<file path="config.mk">
export PLATFORM = sky130hd
export DESIGN_NAME = hazard_ctrl_unit
export DESIGN_NICKNAME = d
export VERILOG_FILES = /design/src/rtl/hazard_ctrl_unit.sv
export SDC_FILE = /design/constraint.sdc
export NUM_CORES = 1
export LEC_CHECK = 0
export CAP_MARGIN = 25
export CORE_MARGIN = 1.5
export CORE_UTILIZATION = 48
export CTS_BUF_LIST = sky130_fd_sc_hd__clkbuf_2 sky130_fd_sc_hd__clkbuf_4 sky130_fd_sc_hd__clkbuf_8
export CTS_CLUSTER_SIZE = 40
export DETAILED_ROUTE_END_ITERATION = 7
export PLACE_DENSITY_LB_ADDON = 0.1
export REMOVE_ABC_BUFFERS = 1
export SYNTH_ARGS = -nofsm -noshare
export SYNTH_HDL_FRONTEND = slang
export SYNTH_SLANG_ARGS = --single-unit
</file>
<file path="constraint.sdc">
create_clock -name Clk -period 5.5 [get_ports Clk]
set_input_delay 1.375 -clock Clk [delete_from_list [all_inputs] [get_ports Clk]]
set_output_delay 1.375 -clock Clk [all_outputs]
set_load 0.05 [all_outputs]
</file>
<file path="src/rtl/hazard_ctrl_unit.sv">
// Load-use hazard controller: stalls ID for LOAD_LAT cycles behind a load in EX,
// arbitrated against taken-branch flushes and memory freezes; counts stall cycles.
module hazard_ctrl_unit #(
   parameter int REG_AW   = 5,
   parameter int LOAD_LAT = 1,
   parameter int CNT_W    = 16
) (
   input  logic              Clk,
   input  logic              Rst_n,
   input  logic              MemRead_EX,
   input  logic [REG_AW-1:0] Rt_EX,
   input  logic [REG_AW-1:0] Rs_ID,
   input  logic [REG_AW-1:0] Rt_ID,
   input  logic              UsesRt_ID,
   input  logic              Branch_Taken_EX,
   input  logic              Mem_Busy,
   input  logic              Stall_Clr,
   output logic              PC_Write,
   output logic              IFID_Write,
   output logic              IDEX_Bubble,
   output logic              IFID_Flush,
   output logic              Freeze,
   output logic              Stall,
   output logic [CNT_W-1:0]  Stall_Cnt
);

   localparam int DW = $clog2(LOAD_LAT) + 1;
   localparam logic [DW-1:0] LAT_M1 = DW'(LOAD_LAT - 1);

   typedef enum logic {IDLE, LSTALL} state_t;

   state_t           state_reg, state_next;
   logic [DW-1:0]    cnt_reg, cnt_next;
   logic [CNT_W-1:0] stall_cnt_reg, stall_cnt_next;
   logic             hz;
   logic             stall;

   // Register 0 is hardwired, so a load into it can never create a dependency.
   always_comb begin
      hz = MemRead_EX && (Rt_EX != '0) &&
           ((Rs_ID == Rt_EX) || (UsesRt_ID && (Rt_ID == Rt_EX)));
   end

   always_comb begin
      state_next  = state_reg;
      cnt_next    = cnt_reg;
      stall       = 1'b0;
      PC_Write    = 1'b1;
      IFID_Write  = 1'b1;
      IDEX_Bubble = 1'b0;
      IFID_Flush  = 1'b0;
      Freeze      = 1'b0;

      if (!Rst_n) begin
         // outputs held at idle values; state is cleared by the register
      end else if (Mem_Busy) begin
         // whole pipeline frozen; a stall in progress resumes afterwards
         Freeze     = 1'b1;
         PC_Write   = 1'b0;
         IFID_Write = 1'b0;
      end else if (Branch_Taken_EX) begin
         IFID_Flush  = 1'b1;
         IDEX_Bubble = 1'b1;
         state_next  = IDLE;
         cnt_next    = '0;
      end else begin
         case (state_reg)
            IDLE: begin
               if (hz) begin
                  stall = 1'b1;
                  if (LOAD_LAT > 1) begin
                     state_next = LSTALL;
                     cnt_next   = LAT_M1;
                  end
               end
            end
            LSTALL: begin
               stall = 1'b1;
               if (cnt_reg == DW'(1)) begin
                  state_next = IDLE;
                  cnt_next   = '0;
               end else begin
                  cnt_next = cnt_reg - DW'(1);
               end
            end
            default: begin
               state_next = IDLE;
               cnt_next   = '0;
            end
         endcase
      end

      if (stall) begin
         PC_Write    = 1'b0;
         IFID_Write  = 1'b0;
         IDEX_Bubble = 1'b1;
      end
   end

   always_comb begin
      stall_cnt_next = stall_cnt_reg;
      if (Stall_Clr)
         stall_cnt_next = '0;
      else if (stall && !(&stall_cnt_reg))
         stall_cnt_next = stall_cnt_reg + CNT_W'(1);
   end

   always_ff @(posedge Clk) begin
      if (!Rst_n) begin
         state_reg     <= IDLE;
         cnt_reg       <= '0;
         stall_cnt_reg <= '0;
      end else begin
         state_reg     <= state_next;
         cnt_reg       <= cnt_next;
         stall_cnt_reg <= stall_cnt_next;
      end
   end

   assign Stall     = stall;
   assign Stall_Cnt = stall_cnt_reg;

endmodule
</file>
* After elaboration in Yosys (flattened, before gate mapping) *
Index checks and enable logic that the tools add are counted.

operators by class
  $add $sub $neg = 2
  equal/unequal tests = 2
  multiplexer cells = 20
  bitwise logic cells = 3
  reduce and logical (&&, ||, !) cells = 11

operator list
  operator                                       count
  two-way mux 1 bit                              19
  adder 16 x 1 -> 16 bit, second input constant  1
  AND reduction 16 bit                           1
  equality test 5 bit                            2
  nonzero test 5 bit                             1
  logical AND 1 bit                              4
  inverter 1 bit                                 3
  case mux 1 bit (2 select lines)                1
  AND reduction 2 bit                            1
  nonzero test 2 bit                             1
  OR reduction 2 bit                             1
  logical NOT 1 bit                              1
  logical OR 1 bit                               1
  subtractor 1 bit, second input constant        1

word-level totals
  bits in registers = 18
  output and inout port bits = 22
  logic and storage cells = 41

* Depth between registers and ports, before layout *
  depth after elaboration = 10
  gate-level depth with buffers = 8

* Worst setup path after synthesis *
No wires, ideal clock.

  path type = input to output
  from = input port Rt_EX[4]
  to = output port PC_Write
  data arrival time = 3.583 ns
  data required time = 4.125 ns
  setup slack = 0.542 ns
  stages on the path = 8
  cells stage by stage = xnor2_1 > nand3_1 > o22ai_1 > a31oi_1 > buf_2 > nor2b_1 > nor2_1 > buf_4

on the way
  word-level cells in the longest chain between the ends = 10

ends and longest elaborated chain
  what                               RTL line  RTL
  start: declaration                 11        input logic [REG_AW-1:0] Rt_EX,
  equality test 5 bit                41        ((Rs_ID == Rt_EX) || (UsesRt_ID && (Rt_ID == Rt_EX)));
  logical AND 1 bit                  41
  logical OR 1 bit                   41
  logical AND 1 bit *                40        hz = MemRead_EX && (Rt_EX != '0) &&
  two-way mux 1 bit *                69        if (hz) begin
  case mux 1 bit (2 select lines) *  67        case (state_reg)
  two-way mux 1 bit *                61        end else if (Branch_Taken_EX) begin
  two-way mux 1 bit *                56        end else if (Mem_Busy) begin
  two-way mux 1 bit *                54        if (!Rst_n) begin
  named net Stall                    23        output logic Stall,
  two-way mux 1 bit *                --
  end: declaration                   18        output logic PC_Write,

Mark *: on every way through the listed nets, which the timed path passes. The rest lies on a longest branch.

* Worst setup path after layout *
  from = input port Rt_EX[2]
  to = output port Stall

on the way
  word-level cells in the longest chain between the ends = 9

ends and longest elaborated chain
  what                               RTL line
  equality test 5 bit                41
  logical AND 1 bit                  41
  logical OR 1 bit                   41
  logical AND 1 bit *                40
  two-way mux 1 bit *                69
  case mux 1 bit (2 select lines) *  67
  two-way mux 1 bit *                61
  two-way mux 1 bit *                56
  two-way mux 1 bit *                54
  end: declaration                   23

Mark *: on every way between the ends. The rest lies on a longest branch, timed or not.

==> implementation parameters <==
Parameter                              Value

Worst setup path
  Largest incremental delay on the critical path ... 0.85 ns
  Worst reg2reg startpoint ... Stall_Cnt[0]
  R2R setup slack ... 3.49 ns
  Element type at the critical path start ... input port
  Worst path arrival time ... 3.57 ns
  Kind of end point of the critical path ... primary output
  Critical Path Slowest Stage Cell ... clkdlybuf4s50_1
  Capturing point of the worst reg2reg path ... Stall_Cnt[3]
  Most common cell on crit path ... clkdlybuf4s50_1
  Type of the worst setup path ... input port to primary output
  Crit path cell chain ... clkdlybuf4s50_1 > xnor2_1 > nand3_1 > o22ai_1 > a31oi_2 > nor2b_1 > clkdlybuf4s50_1
  Maximum fanout count along the critical path ... 3
  Register-to-Register Path Depth ... 7
  Required time at the worst-slack endpoint ... 4.12 ns

Logic synthesis
  Syn Std Cell Area ... 1120 sq um
  Flops & latches, synth ... 18
  Dominant register cell in the synthesized netlist ... dfxtp_1
  Gate count after technology mapping ... 137
  Number of flops mapped to enable cells by yosys ... 0
  Library cell occupying the most area in the post-synthesis netlist ... dfxtp_1
  Count of warnings emitted by yosys ... 0
  Area share of the largest cell type after synthesis ... 32.2%
  Library cells used by synthesis ... 35
  Share of async-settable or async-resettable flops after synthesis ... 0%
  Synthesized area per cell ... 8.16 sq um
  Post-synthesis sequential area ratio ... 32.2%
  Leading post-synthesis cells by cell area ... dfxtp_1, xnor2_1, a21oi_1

Clocking
  Resize count post-CTS ... 0
  Htree depth ... 1
  Deepest clock path buffer count ... 2
  Clock network latency to the later pin of the worst-skew pair ... roughly 0.29 ns
  CTS buffer count ... 3
  Clock tree from TritonCTS ... done
  Hold buffer count at cts ... 0
  Clock transition at the register clock pins on the worst setup and hold paths after CTS ... 0.11 ns
  TritonCTS Sinks ... 18
  Clock Root Buffer ... clkbuf_4
  Post-CTS Repair Setup Buffers ... 0

Floorplanning
  Die Span X ... 51.3 um
  Y dimension of the die ... 51.3 um
  Number of standard-cell rows in the floorplan ... 17
  Core Footprint ... 2210 sq um
  Starting Density ... 50.6%
  Die area ... 2630 sq um
  # IOs ... 44

Route
  Routed wire length ... 2740 um
  Post-route ant nets ... 0
  Count of routing violations after the opening detailed-route iteration ... 14
  Number of vias in the routed layout ... 1,182
  DRC viols ... 0
  Routed wire per std cell ... 13.2 um
  Per-cell via count in the routed design ... 5.68
  Initial DRT Pass Iterations ... 4

STA
  Worst relative slew slack ... about two thirds
  Worst Slack Setup Final ... 0.550 ns
  Post-layout minimum cycle time ... 4.95 ns
  Final number of setup-violating endpoints ... 0
  Final worst-path cycle share ... 90.0%
  Fin. Hold Viols ... 0
  Setup repair after global routing missed its margin ... false
  Actual transition at the worst max-transition pin ... roughly 0.51 ns
  Clock skew after layout ... roughly 0.0021 ns
  Fmax achieved ... 202 MHz
  Pins Over Slew Limit ... 0

Place
  Placed standard-cell area ... between 1500 and 2000 sq um
  Setup WS pre-CTS ... roughly 0.54 ns
  HPWL after detailed placement ... 2160 um
  Buffers on Ports ... 43
  Global placement routability congestion ... 0.770

Flow run
  Max Cap Viol ... 0

Final layout
  Highest-count cells in the layout ignoring fill and taps ... clkdlybuf4s50_1, dfxtp_1, a21oi_1
  Flip-flop count of the largest register after layout ... 16
  Most common cell after layout, fill and taps aside ... clkdlybuf4s50_1
  Layout cell share with drive strength beyond 1 ... 8.33%
  Share of the core filled with cells in the final layout ... between 70% and 80%
  Area added between synthesis and finish ... 45.6%
  Number of antenna diodes ... 0
  Final non-filler cell area ... 1630 sq um
  Number of nets in the layout ... between 200 and 250

Power and ir drop
  Power Dens Cells ... between 150 and 200 nW/um^2
  Cell leakage power ... between 0.4 and 0.5 nW
  Largest vdd supply drop ... 0.000107 V

Hold path
  Hold path endpoint ... Stall_Cnt[5]
  HP Class ... flip-flop to flip-flop
  Hold Crit Start ... Stall_Cnt[5]
  Hold path depth ... 2

Global routing
  Initial antenna violation count ... 0
  Number of global-route vias before repair ... around 1,100
  Maximum number of pins on one net before global-route repair ... 30
  Remaining global-route overflow ... 0
  First-pass GRT wire length ... around 4700 um
  GRT Resource Usage Total ... 23.2%

Status
  Run status ... completed
worst max-delay path: cells and delay by family:
| family | cells | cell delay (ns) |
|---|---|---|
| buffers and inverters | 2 | 1.40 |
| AOI/OAI and AO/OA | 2 | 0.36 |
| and+or+nand+nor | 2 | 0.29 |
| xor gates and xnor gates | 1 | 0.15 |
routing by layer:
layer	part of all wire [%]	up-vias	routed length [um]	global-route usage, %
met1	40	546	1110	25.2
met5	0	-	0	0
met2	54	37	1480	44.6
met3	5.4	0	147	4.39
met4	0	0	0	7.46
li1	-	599	-	-
cell families after synthesis:
kind of cell	count (synthesis)	share of synthesized area, %
adder cells (fa/ha/maj)	1	1.12
flip-flops	18	32.2
buffers and inverters	8	3.36
AO/OA/AOI/OAI	32	18.8
AND/OR/NAND/NOR	65	34.0
multiplexers	3	2.68
XOR/XNOR	10	7.83
synth_stat cells (2+ instances only):
cell type / count
dfxtp_1: 18
a21oi_1: 12
nand2_1: 11
xnor2_1: 10
nand3_1: 8
o21ai_0: 8
or3_1: 8
nand4_1: 7
nor2_1: 5
o31ai_1: 5
or4_1: 5
nand2b_1: 4
and3_1: 3
buf_2: 3
mux2i_1: 3
nor4_1: 3
clkbuf_1: 2
inv_1: 2
nor2b_1: 2
nor3_1: 2
o21a_1: 2
cell type report:
class | instances | area, sq um
Timing Repair Buffer | 45 | 463
Sequential cell | 18 | 360
Tap cell | 28 | 35.0
Clock buffer | 4 | 36.3
Multi-Input combinational cell | 111 | 727
Fill cell | 164 | 583
Inverter | 2 | 7.51
worst max-delay path by stage:
stage	depth (start not counted)	to	slack [ns]	startpoint
2_1_floorplan	5	IFID_Write	-0.52	Rt_EX[0]
3_3_place_gp	7	Stall	0.67	Rt_EX[1]
3_5_place_dp	7	Stall	0.54	Rt_EX[2]
4_1_cts	7	Stall	0.54	Rt_EX[2]
5_1_grt	7	Stall	0.32	Rt_EX[2]
6_report	7	Stall	0.55	Rt_EX[2]
per-stage QoR:
stage	TNS, ns	cells	hold slack [ns]	power (mW)
after floorplan	-1.04	131	0.456	0.155
after global placement	0	204	0.472	0.182
after detailed placement	0	204	0.495	0.183
after CTS	0	208	0.511	0.264
after global routing	0	208	0.528	0.274
final	0	208	0.508	0.263
report_power, final:
part	internal, mW	leakage, nW	switching (mW)
Combinational	0.0260	0.333	0.0235
Clock	0.0403	0.0210	0.0428
Sequential	0.130	0.145	0.0000183
Total	0.197	0.498	0.0663
No activity file was read; power rests on OpenSTA's default activity.
